File: src/rtl/uart_pkg.sv
// Shared UART definitions: receiver state encoding, frame-format word,
// bit-timer width, and small frame-format helper functions.
package uart_pkg;

  // Width of the bit-time counter and of the k terminal-count input.
  localparam int unsigned TIMER_W = 19;

  // Sample shift register width: up to 8 data + parity + stop.
  localparam int unsigned SR_W = 10;

  // Receiver state encoding.
  typedef enum logic [1:0] {
    ST_IDLE  = 2'd0,
    ST_START = 2'd1,
    ST_DATA  = 2'd2,
    ST_DONE  = 2'd3
  } rx_state_t;

  // Frame format word {eight, parity_en, ohel}, also used by transmit.
  typedef struct packed {
    logic eight;      // 1 = 8 data bits, 0 = 7 data bits
    logic parity_en;  // parity bit follows the data bits
    logic ohel;       // 1 = odd parity, 0 = even parity
  } frame_fmt_t;

  // Number of bit samples after the start bit: data + parity + stop.
  function automatic logic [3:0] fmt_samples(input frame_fmt_t fmt);
    return 4'd8 + {3'd0, fmt.eight} + {3'd0, fmt.parity_en};
  endfunction

  // Parity bit a correct transmitter sends for the given data bits.
  function automatic logic expected_parity(input logic [7:0] d, input frame_fmt_t fmt);
    logic [7:0] w_bits;
    w_bits = fmt.eight ? d : {1'b0, d[6:0]};
    return (^w_bits) ^ fmt.ohel;
  endfunction

endpackage

File: src/rtl/receive_if.sv
// Host/line-side bundle of the UART receiver: serial input, static frame
// configuration, host read strobe, and received byte plus status.
interface receive_if;
  import uart_pkg::*;

  logic               rx;
  logic [TIMER_W-1:0] k;
  logic               eight;
  logic               parity_en;
  logic               ohel;
  logic               read;
  logic [7:0]         data;
  logic               rxrdy;
  logic               perr;
  logic               ferr;
  logic               ovf;

  // Host / line driver side.
  modport master (
    output rx, k, eight, parity_en, ohel, read,
    input  data, rxrdy, perr, ferr, ovf
  );

  // Receiver side.
  modport slave (
    input  rx, k, eight, parity_en, ohel, read,
    output data, rxrdy, perr, ferr, ovf
  );

endinterface

File: src/rtl/uart_bit_timer.sv
// Bit-time counter: counts 0..term while enabled, where term is k or k>>1,
// and pulses o_tc on the terminal cycle before reloading 0. Held at 0 when
// disabled so every enable starts a fresh interval.
module uart_bit_timer
  import uart_pkg::*;
(
  input  logic               clk,
  input  logic               rst,
  input  logic               i_en,
  input  logic               i_half,
  input  logic [TIMER_W-1:0] i_k,
  output logic               o_tc
);

  logic [TIMER_W-1:0] r_cnt;
  logic [TIMER_W-1:0] w_term;
  logic               w_hit;

  assign w_term = i_half ? (i_k >> 1) : i_k;
  assign w_hit  = (r_cnt == w_term);
  assign o_tc   = i_en & w_hit;

  // Count while enabled, reload at terminal count, hold at 0 when idle.
  always_ff @(posedge clk or posedge rst) begin
    if (rst) begin
      r_cnt <= '0;
    end else if (!i_en || w_hit) begin
      r_cnt <= '0;
    end else begin
      r_cnt <= r_cnt + TIMER_W'(1);
    end
  end

endmodule

File: src/rtl/receive.sv
// UART receiver: synchronizes rx, validates the start bit at its mid-point,
// samples data/parity/stop at bit centres and reports the byte with
// ready, parity, framing and overrun status.
module receive
  import uart_pkg::*;
#(
  parameter int SYNC_STAGES = 2
) (
  input  logic      clk,
  input  logic      rst,
  receive_if.slave  bus
);

  logic [SYNC_STAGES-1:0] r_sync;
  logic                   w_rxs;

  rx_state_t              r_state;
  rx_state_t              w_state_nxt;
  logic                   w_tmr_en;
  logic                   w_tmr_half;
  logic                   w_tc;
  logic                   w_sample;

  logic [3:0]             r_bitcnt;
  logic [SR_W-1:0]        r_sr;
  logic                   r_armed;

  frame_fmt_t             w_fmt;
  logic [3:0]             w_nsamp;
  logic [SR_W-1:0]        w_just;
  logic [7:0]             w_data;
  logic                   w_par_rx;
  logic                   w_stop;
  logic                   w_perr;

  logic [7:0]             r_data;
  logic                   r_rxrdy;
  logic                   r_perr;
  logic                   r_ferr;
  logic                   r_ovf;

  assign w_rxs   = r_sync[SYNC_STAGES-1];
  assign w_fmt   = '{eight: bus.eight, parity_en: bus.parity_en, ohel: bus.ohel};
  assign w_nsamp = fmt_samples(w_fmt);

  // Samples sit at the top of the shift register; move them down to bit 0.
  assign w_just   = r_sr >> (4'd10 - w_nsamp);
  assign w_data   = w_fmt.eight ? w_just[7:0] : {1'b0, w_just[6:0]};
  assign w_par_rx = w_just[w_nsamp - 4'd2];
  assign w_stop   = w_just[w_nsamp - 4'd1];
  assign w_perr   = w_fmt.parity_en & (w_par_rx ^ expected_parity(w_data, w_fmt));

  // Metastability synchronizer on the serial line; idles high.
  always_ff @(posedge clk or posedge rst) begin
    if (rst) begin
      r_sync <= '1;
    end else begin
      r_sync <= {r_sync[SYNC_STAGES-2:0], bus.rx};
    end
  end

  uart_bit_timer u_timer (
    .clk    (clk),
    .rst    (rst),
    .i_en   (w_tmr_en),
    .i_half (w_tmr_half),
    .i_k    (bus.k),
    .o_tc   (w_tc)
  );

  // Receiver state register.
  always_ff @(posedge clk or posedge rst) begin
    if (rst) begin
      r_state <= ST_IDLE;
    end else begin
      r_state <= w_state_nxt;
    end
  end

  // Next-state decode and bit-timer control.
  always_comb begin
    w_state_nxt = r_state;
    w_tmr_en    = 1'b0;
    w_tmr_half  = 1'b0;
    w_sample    = 1'b0;
    case (r_state)
      ST_IDLE: begin
        if (!w_rxs && r_armed) begin
          w_state_nxt = ST_START;
        end else begin
          w_state_nxt = ST_IDLE;
        end
      end
      ST_START: begin
        w_tmr_en   = 1'b1;
        w_tmr_half = 1'b1;
        if (w_tc) begin
          // Still low at mid start bit: genuine start; otherwise a glitch.
          w_state_nxt = w_rxs ? ST_IDLE : ST_DATA;
        end else begin
          w_state_nxt = ST_START;
        end
      end
      ST_DATA: begin
        w_tmr_en = 1'b1;
        if (w_tc) begin
          w_sample = 1'b1;
          if (r_bitcnt == (w_nsamp - 4'd1)) begin
            w_state_nxt = ST_DONE;
          end else begin
            w_state_nxt = ST_DATA;
          end
        end else begin
          w_state_nxt = ST_DATA;
        end
      end
      ST_DONE: begin
        w_state_nxt = ST_IDLE;
      end
      default: begin
        w_state_nxt = ST_IDLE;
      end
    endcase
  end

  // Sample shift register and sample counter.
  always_ff @(posedge clk or posedge rst) begin
    if (rst) begin
      r_sr     <= '0;
      r_bitcnt <= 4'd0;
    end else if (w_sample) begin
      r_sr     <= {w_rxs, r_sr[SR_W-1:1]};
      r_bitcnt <= r_bitcnt + 4'd1;
    end else if (r_state != ST_DATA) begin
      r_bitcnt <= 4'd0;
    end
  end

  // After a framing error the line must return high before a new start is accepted.
  always_ff @(posedge clk or posedge rst) begin
    if (rst) begin
      r_armed <= 1'b1;
    end else if ((r_state == ST_DONE) && !w_stop) begin
      r_armed <= 1'b0;
    end else if (w_rxs) begin
      r_armed <= 1'b1;
    end
  end

  // Host-visible byte and status; a completing frame takes priority over read.
  always_ff @(posedge clk or posedge rst) begin
    if (rst) begin
      r_data  <= 8'd0;
      r_rxrdy <= 1'b0;
      r_perr  <= 1'b0;
      r_ferr  <= 1'b0;
      r_ovf   <= 1'b0;
    end else if (r_state == ST_DONE) begin
      r_data  <= w_data;
      r_rxrdy <= 1'b1;
      r_perr  <= w_perr;
      r_ferr  <= ~w_stop;
      r_ovf   <= r_rxrdy & ~bus.read;
    end else if (bus.read) begin
      r_rxrdy <= 1'b0;
      r_perr  <= 1'b0;
      r_ferr  <= 1'b0;
      r_ovf   <= 1'b0;
    end
  end

  assign bus.data  = r_data;
  assign bus.rxrdy = r_rxrdy;
  assign bus.perr  = r_perr;
  assign bus.ferr  = r_ferr;
  assign bus.ovf   = r_ovf;

endmodule
File: src/flat_wrapper.sv
// flat-port wrapper written by rule: the top's interface ports become plain ports
module receive_flat import uart_pkg::*;
#(
  parameter int SYNC_STAGES = 2
)
  (clk, rst, bus_rx, bus_k, bus_eight, bus_parity_en, bus_ohel, bus_read, bus_data, bus_rxrdy, bus_perr, bus_ferr, bus_ovf);
  receive_if bus_i ();
  input  logic clk;
  input  logic rst;
  input wire logic [$bits(bus_i.rx)-1:0] bus_rx;
  input wire logic [$bits(bus_i.k)-1:0] bus_k;
  input wire logic [$bits(bus_i.eight)-1:0] bus_eight;
  input wire logic [$bits(bus_i.parity_en)-1:0] bus_parity_en;
  input wire logic [$bits(bus_i.ohel)-1:0] bus_ohel;
  input wire logic [$bits(bus_i.read)-1:0] bus_read;
  output wire logic [$bits(bus_i.data)-1:0] bus_data;
  output wire logic [$bits(bus_i.rxrdy)-1:0] bus_rxrdy;
  output wire logic [$bits(bus_i.perr)-1:0] bus_perr;
  output wire logic [$bits(bus_i.ferr)-1:0] bus_ferr;
  output wire logic [$bits(bus_i.ovf)-1:0] bus_ovf;
  assign bus_i.rx = bus_rx;
  assign bus_i.k = bus_k;
  assign bus_i.eight = bus_eight;
  assign bus_i.parity_en = bus_parity_en;
  assign bus_i.ohel = bus_ohel;
  assign bus_i.read = bus_read;
  assign bus_data = bus_i.data;
  assign bus_rxrdy = bus_i.rxrdy;
  assign bus_perr = bus_i.perr;
  assign bus_ferr = bus_i.ferr;
  assign bus_ovf = bus_i.ovf;
  receive #(.SYNC_STAGES(SYNC_STAGES)) u_core (.clk(clk), .rst(rst), .bus(bus_i));
endmodule
File: config.mk
export PLATFORM = sky130hd
export DESIGN_NAME = receive_flat
export DESIGN_NICKNAME = d
export VERILOG_FILES = /design/src/rtl/uart_pkg.sv /design/src/rtl/receive_if.sv /design/src/rtl/uart_bit_timer.sv /design/src/rtl/receive.sv /design/src/flat_wrapper.sv
export SDC_FILE = /design/constraint.sdc
export NUM_CORES = 1
export LEC_CHECK = 0
export ABC_AREA = 1
export CORE_MARGIN = 1.5
export CORE_UTILIZATION = 55
export CTS_BUF_LIST = sky130_fd_sc_hd__clkbuf_8
export DETAILED_ROUTE_END_ITERATION = 8
export HOLD_SLACK_MARGIN = 0.08
export PLACE_DENSITY = 0.86
export SYNTH_ARGS = -nofsm -noshare
export SYNTH_HDL_FRONTEND = slang
export SYNTH_SLANG_ARGS = --single-unit
File: constraint.sdc
create_clock -name clk -period 5.9 [get_ports clk]
set_input_delay 1.77 -clock clk [delete_from_list [all_inputs] [get_ports clk]]
set_output_delay 1.77 -clock clk [all_outputs]
set_load 0.05 [all_outputs]
==> results.md, run 1 <==
- The final route contains 3338 vias.
- In this run the count of I/O pins placed on the die edge is 38.
- The endpoint arrival time on the critical path is 4330 ps.
- Among all flip-flop cells after synthesis, the most frequent one is dfrtp_1.
- The final-layout setup total negative slack is 0 ps.
- The via count of the first global-routing pass was 3065.
- The critical setup path kind is primary input to register.
- In the synthesized netlist the async set-or-reset flop fraction comes to 1.000.
- The share of the clock period used by the worst path after layout is 0.6974.
- The min-delay analysis places its worst path in the category register to register.
- STA classifies the critical path startpoint as a primary input.
- The H-tree depth reported by CTS is 2.
- Hold repair after CTS inserted 0 buffers.
- Clock tree synthesis selected as its root buffer the cell clkbuf_8.
- Relative to the synthesized area, the layout overhead comes to 15.20%.
- After synthesis, the cell types taking the most area are dfrtp_1 (35%), nand2_1 (24%), nand3_1 (7.3%), inv_1 (6.6%), nor2_1 (4.0%).
- In this run the cell area of the synthesized design comes to 0.003351 mm².
- Counting every instance in the synthesized netlist gives 507.
- Counting flops with a built-in enable in the synthesized netlist gives 0.
- The number of buffer cells added on primary ports is 37.
- Leaving out filler cells and counting taps, the final layout contains 616.
- The number of inserted filler cells in the final layout is 527.
- In this run, CTS created clock tree buffers numbering 5.
- Setup repair after global routing left no endpoint under its margin.
- Of the synthesized area, sequential elements account for 0.3745.
- Sorting the synthesized cells by how often they occur yields nand2_1 (210), inv_1 (59), nand3_1 (49).
- From bottom edge to top edge, the die measures 81.05 µm.
- The number of placed instances, taps included, is 608.
- The CTS tree is yes.
- The number of antenna violations at the first check in global routing is 0.
- The number of warning messages in the yosys log is 0.
- The relative max-transition margin is 0.3165.
- Overall power consumption after layout is estimated at 0.9797 mW.
- The count of nets left with antenna violations once routing finished came out at 0.
- The required time of the critical path is 6110 ps.
- The row count is 28.
- Dividing the synthesized area by the synthesized cell count gives 6.609 µm².
- The post-CTS setup-driven buffer insertion count is 0.
- The number of endpoints with negative hold slack in the final report is 0.
- The maximum ir drop on the vdd rail is 149.9 µV.
- The number of unique standard cell types used by synthesis is 32.
- The largest fanout of any net on the critical path is 16.
- Yosys instantiated no cell more often than nand2_1.
- Measured along the x axis, the die boundary spans 81.05 µm.
- In the final layout, the multi-input gates occupy 0.001799 mm².
- Setup violations remaining at the end of the flow were counted as 0.
- The routed design could run at a clock period as short as 4115 ps.
- The number of nets handed over by synthesis was 542.
- No sink is reached through more buffers than the 2 on the longest clock path.
- Registers take 0.001255 mm².
- Dividing the detail-routed via count by the number of cells gives 5.419.
- The area share of the leading cell type in the synthesized netlist is 0.3510.
- Max-cap violations in this run came to 0.
- Power spread over the standard cell area amounts to 253.8 mW/mm².
- The sort of element at the end of the critical path is a register.
- The first global-routing pass estimated 13540 µm of wire.
- The flow ran to the end, and the final reports show no timing, DRC or antenna violations.
- The clock arrives with 11.03 ps of skew.
- In the global route stage, overall resource usage came out at 0.2683.
- The final design utilization is 0.6558.
- The wire length per cell is 13.21 µm.
- The count of instances resized after the clock tree is built is 0.
- For this design, the sink count on the clock tree is 50.
- The floorplan step defined a core boundary enclosing 0.005886 mm².
- The remaining global-route overflow is 0.
- The diode insertion count for antenna repair is 0.
- The die covers 0.006569 mm².
- The number of storage elements in the synthesis netlist is 50.
- The actual slew at the worst max-slew pin is 1024 ps.
- The number of max-slew violations in the final report is 0.
- The initial DRC count is 216.
- The final-stage net count is 575.
- Based on the critical path, the design can be clocked at up to 243.0 MHz.
- For this configuration, the core starts out at a cell density of 0.5693.
- The source-to-sink clock delay at the later pin of the worst-skew pair is 310 ps.
- The leakage power total is 1.955 nW.
- The cell taking the most area after synthesis is dfrtp_1.
- The number of remaining DRC errors is 0.
- Entering global routing, the biggest net connects 51 pins.
- The first detailed-routing pass took 5 iterations.
- The wire-length estimate of the detail-placed layout is 6165 µm.
- Of the cells placed in the final design, the portion with a size suffix greater than 1 is 0.03142.
- Routability-driven placement finished with a final weighted congestion of 1.007.
- The total length of routed wires is 8139 µm.
- After clock tree synthesis, the clock-pin slew on the worst setup and hold paths is 100 ps.
-- through the flow --
stage | setup WS, ps | cell area, µm² | hold WS (ps)
6_report | 1785 | 3860 | 358.6
5_1_grt | 1471 | 3860 | 365.0
4_1_cts | 1815 | 3860 | 359.9
3_5_place_dp | 1488 | 3747 | 346.9
2_1_floorplan | 2517 | 3351 | 345.2
3_3_place_gp | 1608 | 3747 | 345.3
-- worst max-delay path, stage by stage --
cell and delay [ps]:
clkdlybuf4s50_1 510, inv_1 70, ha_1 560, inv_1 310
nand2_1 190, nand3_1 80, nand3_1 160, nand2_1 80
nand2_1 90, inv_1 40, nand2_1 60, nand2_1 50
nand2_1 80, nand2_1 50, nand2_1 50, nand2_1 50
nand2_1 60, nand2_1 40
-- metal layers --
layer | GRT usage | routed length, µm | up-vias
met5 | 0 | 0 | -
met1 | 0.3547 | 3747 | 1535
met2 | 0.4367 | 3733 | 114
li1 | - | - | 1670
met4 | 0.08103 | 136 | 0
met3 | 0.06292 | 521 | 19
-- cell families (layout without fill, tap and decap cells) --
| logic type | count (synthesis) | in the layout | share of synthesized area |
|---|---|---|---|
| AND/OR/NAND/NOR | 327 | 327 | 0.4104 |
| buffers and inverters | 72 | 106 | 0.08849 |
| flip-flops | 50 | 50 | 0.3745 |
| AO/OA/AOI/OAI | 37 | 37 | 0.06161 |
| XOR/XNOR | 12 | 12 | 0.03137 |
| adder cells (fa/ha/maj) | 9 | 9 | 0.03361 |
-- final cells by class --
class	instances	area share
Multi-Input combinational cell	385	0.4661
Timing Repair Buffer	37	0.09595
Clock inverter	3	0.01135
Sequential cell	50	0.3251
Inverter	61	0.05932
Tap cell	75	0.02431
Clock buffer	5	0.01783
-- layout by cell type (no fill, tap or decap), types with 5 or more instances in the layout --
cell             Yosys  layout
xor2_1              10      10
nor2_1              36      36
nand2_1            210     210
clkdlybuf4s50_1      0      37
nor3_1              12      12
nand4_1             10      10
dfrtp_1             47      47
clkbuf_8             0       5
o21ai_0             15      15
inv_1               59      58
ha_1                 9       9
nand3_1             49      49
a21oi_1              5       5
o21ai_1              5       5
-- where the power goes --
group | internal (mW) | switching (mW) | total [mW] | leakage (nW)
clock network | 0.127 | 0.120 | 0.247 | 0.0585
registers | 0.360 | 0.0174 | 0.377 | 0.659
logic | 0.113 | 0.243 | 0.356 | 1.24
total | 0.599 | 0.380 | 0.980 | 1.95
-- sequential cells by signal, indices dropped and copies added, names as in the netlist, named ones only --
register and cells:
u_core.bus.data 8, u_core.bus.ferr 1, u_core.bus.ovf 1, u_core.bus.perr 1, u_core.bus.rxrdy 1, u_core.r_armed 1
u_core.r_bitcnt 4, u_core.r_sr 10, u_core.r_state 1, u_core.r_sync 2, u_core.u_timer.r_cnt 19
-- final timing paths --
kind / cells past startpoint / start / to / slack (ps)
worst max-delay path: 18 / bus_eight / u_core.bus.perr / 1790
worst max register to register: 13 / register / u_core.u_timer.r_cnt[14] / 2630
min in group asynchronous: 2 / rst / u_core.u_timer.r_cnt[12] / 2030
worst min register to register: 0 / u_core.r_sync[0] / u_core.r_sync[1] / 360
worst min-delay path: 0 / u_core.r_sync[0] / u_core.r_sync[1] / 360
max in group asynchronous: 2 / rst / u_core.r_sr[6] / 3240
Power figures use the tool's default switching activity.
==> run 2: changes to the inputs <==
- CORE_UTILIZATION: 55 -> 53
- PLACE_DENSITY: 0.86 -> 0.87
- clock period: 5.9 -> 3.5 ns (I/O delays scaled with it)
==> run 2 against run 1 <==
  * Core utilization down 0.86 points
  * Global-route usage shrank 1.9 points
  * Sequential share of layout area is 0.33 points lower
  * Critical path depth shrank 2
  * Hold slack better by 2.6 ps
  * Non-clock buffer count is 8 higher
  * Setup slack lost 1400 ps
  * Combinational power up 78%
  * Final cell count is 1.3% higher
  * Power up 62%
  * Clock power is 28% higher
  * Highest routed layer unchanged
==> results.md, run 2 (same netlist as run 1, synthesis figures left out) <==
- The number of max-slew violations in the final report is 0 (unchanged).
- The full die area is 0.006808 mm² (+3.6%).
- The total placed cells including tap cells is 616 (+1.3%).
- The setup slack of the most critical reg-to-reg path was 880 ps (-1750 ps).
- The minimum hold slack is 361.3 ps (+2.644 ps).
- The leakage power total is 1.992 nW (+1.9%).
- The share of the clock period used by the worst path after layout is 0.9022.
- The sequential cell area is 0.001255 mm² (unchanged).
- The most critical setup path has its endpoint at u_core.bus.perr.
- The number of flip-flops in the largest register is 19 (unchanged).
- The kind of launch point of the worst setup path is a primary input.
- The flow ran to the end, and the final reports show no timing, DRC or antenna violations.
- The count of clock tree sinks came to 50 (unchanged).
- The number of remaining DRC errors is 0 (unchanged).
- The actual slew at the worst max-slew pin is 641.1 ps (-382.7 ps).
- The clock-pin transition on the worst setup and hold timing paths was 90 ps (about the same).
- The count of hold-fix buffers inserted at cts came to 0 (unchanged).
- The non-filler instance count after layout is 624 (+1.3%).
- The via count of the first global-routing pass is 2984 (-2.6%).
- The H-tree depth reported by CTS is 2 (unchanged).
- The initial DRC count was 241 (+12%).
- The worst clock skew is 9.446 ps (-1.584 ps).
- The number of buffer cells added on primary ports is 37 (unchanged).
- The share of final-layout standard cells stronger than drive strength 1 is 0.04007 (+0.008650).
- The number of top-level pins was 38 (unchanged).
- The total routing usage reported by global routing is 0.2497 (-0.01864).
- The final weighted congestion in routability-driven placement came to 0.9343 (-7.2%).
- The relative max-transition margin is 0.5720 (+0.2555).
- The final design utilization is 0.6472 (-0.008607).
- The maximum clock frequency is 316.7 MHz.
- The remaining global-route overflow is 0 (unchanged).
- The total length of routed wires is 7953 µm (-2.3%).
- The total power consumption of the routed design is 1.585 mW (+62%).
- The maximum ir drop on the vdd rail is 276.1 µV (+84%).
- Leaving out fill and tap cells, the most frequent cell in the layout is nand2_1.
- The count of max-cap constraint violations is 0 (unchanged).
- The maximum number of pins on one net before global-route repair is 32 (-37%).
- The row count is 28 (unchanged).
- The count of instances resized after the clock tree is built is 0 (unchanged).
- The startpoint of the lowest-slack register-to-register path is u_core.r_state[0].
- The required time of the critical path is 3700 ps (-2410 ps).
- The source-to-sink clock delay at the later pin of the worst-skew pair is 300 ps (about the same).
- The final-stage net count is 583 (+1.4%).
- The area of the core was 0.006026 mm² (+2.4%).
- After layout, the minimum clock period comes to 3158 ps.
- The deepest clock path buffer count is 2 (unchanged).
- Setup repair after global routing left no endpoint under its margin.
- The wire length per cell is 12.75 µm (-3.5%).
- The path class of the lowest-slack min-delay path is register to register.
- The final-layout setup total negative slack came to 0 ps (unchanged).
- The endpoint arrival time on the critical path is 3360 ps (-970 ps).
- The number of endpoints with negative hold slack in the final report is 0 (unchanged).
- More flip-flops sit in one register than any other, and that register is u_core.u_timer.r_cnt.
- The post-CTS setup-driven buffer insertion count is 0 (unchanged).
- The root buffer cell chosen for the clock tree is clkbuf_8.
- The global-route wire length before repair is 13190 µm (-2.7%).
- The critical path is of the primary input to register type.
- The diode insertion count for antenna repair is 0 (unchanged).
- STA classifies the critical path endpoint as a register.
- The cell area power density is 406.4 mW/mm² (+60%).
- In the layout the commonest cells are nand2_1 (210), inv_1 (61), nand3_1 (49).
- The largest fanout of any net on the critical path is 8 (-8).
- The overall die height is 82.51 µm (+1.8%).
- The per-cell via count in the routed design was 5.309 (-2.0%).
- The area added between synthesis and finish is 16.39%.
- The total number of vias is 3313 (-0.75%).
- The length in cells of the worst reg-to-reg path is 14 (+1).
- The footprint of the multi-input gates was 0.001799 mm² (unchanged).
- The reg-to-reg endpoint is u_core.r_sr[1].
- The first-pass iteration count of the detailed router is 5 (unchanged).
- The number of inserted filler cells in the final layout is 508 (-3.6%).
- The effective utilization at floorplan is 0.5561 (-0.01324).
- The estimated wirelength of the detail-placed design was 6238 µm (+1.2%).
- The final setup violation count is 0 (unchanged).
- The chip width was 82.51 µm (+1.8%).
- The TritonCTS buffer count was 5 (unchanged).
- The number of routed nets with antenna violations is 0 (unchanged).
- The origin of the worst setup path is bus_parity_en.
- The number of antenna violations at the first check in global routing is 0 (unchanged).
- TritonCTS built the clock tree.
-- run 2: cell types whose count changed in the layout (fill, tap and decap cells not counted) --
cell | previous run | this run
buf_4 | 0 | 7
inv_1 | 58 | 61
buf_12 | 0 | 1
bufinv_16 | 1 | 0
clkinv_2 | 1 | 0
inv_6 | 1 | 0
-- run 2: cell type report --
cell class,instances,area share
repair buffers,45,0.1136
inverters,61,0.05871
clock buffers,5,0.01765
well taps,75,0.02406
flip-flops and latches,50,0.3218
clock inverters,3,0.002887
multi-input cells,385,0.4613
-- run 2: worst min-delay path by stage --
stage | cells past startpoint | startpoint | end
after CTS | 0 | u_core.r_sync[0] | u_core.r_sync[1]
after detailed placement | 0 | u_core.r_sync[0] | u_core.r_sync[1]
after floorplan | 0 | u_core.r_sync[0] | u_core.r_sync[1]
after global placement | 0 | u_core.r_sync[0] | u_core.r_sync[1]
final | 0 | u_core.r_sync[0] | u_core.r_sync[1]
after global routing | 0 | u_core.r_sync[0] | u_core.r_sync[1]
-- run 2: per-stage QoR --
step                      cell area, µm²  setup WS, ps
final                               3900         342.3
after global routing                3900         50.11
after CTS                           3900         390.1
after detailed placement            3820         75.56
after global placement              3820         140.9
after floorplan                     3351         836.5
-- run 2: power by group --
group	total (mW)	internal [mW]	switching [mW]
sequential	0.634	0.606	0.0278
combinational	0.634	0.223	0.411
clock	0.317	0.134	0.183
-- run 2: critical path, stage by stage --
cell and delay (ps):
clkdlybuf4s50_1 530, inv_1 80, ha_1 340, buf_4 180, o21ai_0 280, inv_1 60
o21ai_0 250, inv_1 100, nand2_1 100, nand2_1 60, nand2_1 60, nand2_1 60
nand3_1 80, nand2_1 50, nand2_1 50, nand2_1 40
-- run 2: per-layer routing --
metal / wire length (µm) / track usage / part of all wire
met2: 3472 / 0.3821 / 0.44
met3: 631 / 0.03846 / 0.079
met4: 87 / 0.06667 / 0.011
met1: 3762 / 0.3669 / 0.47
met5: 0 / 0 / 0
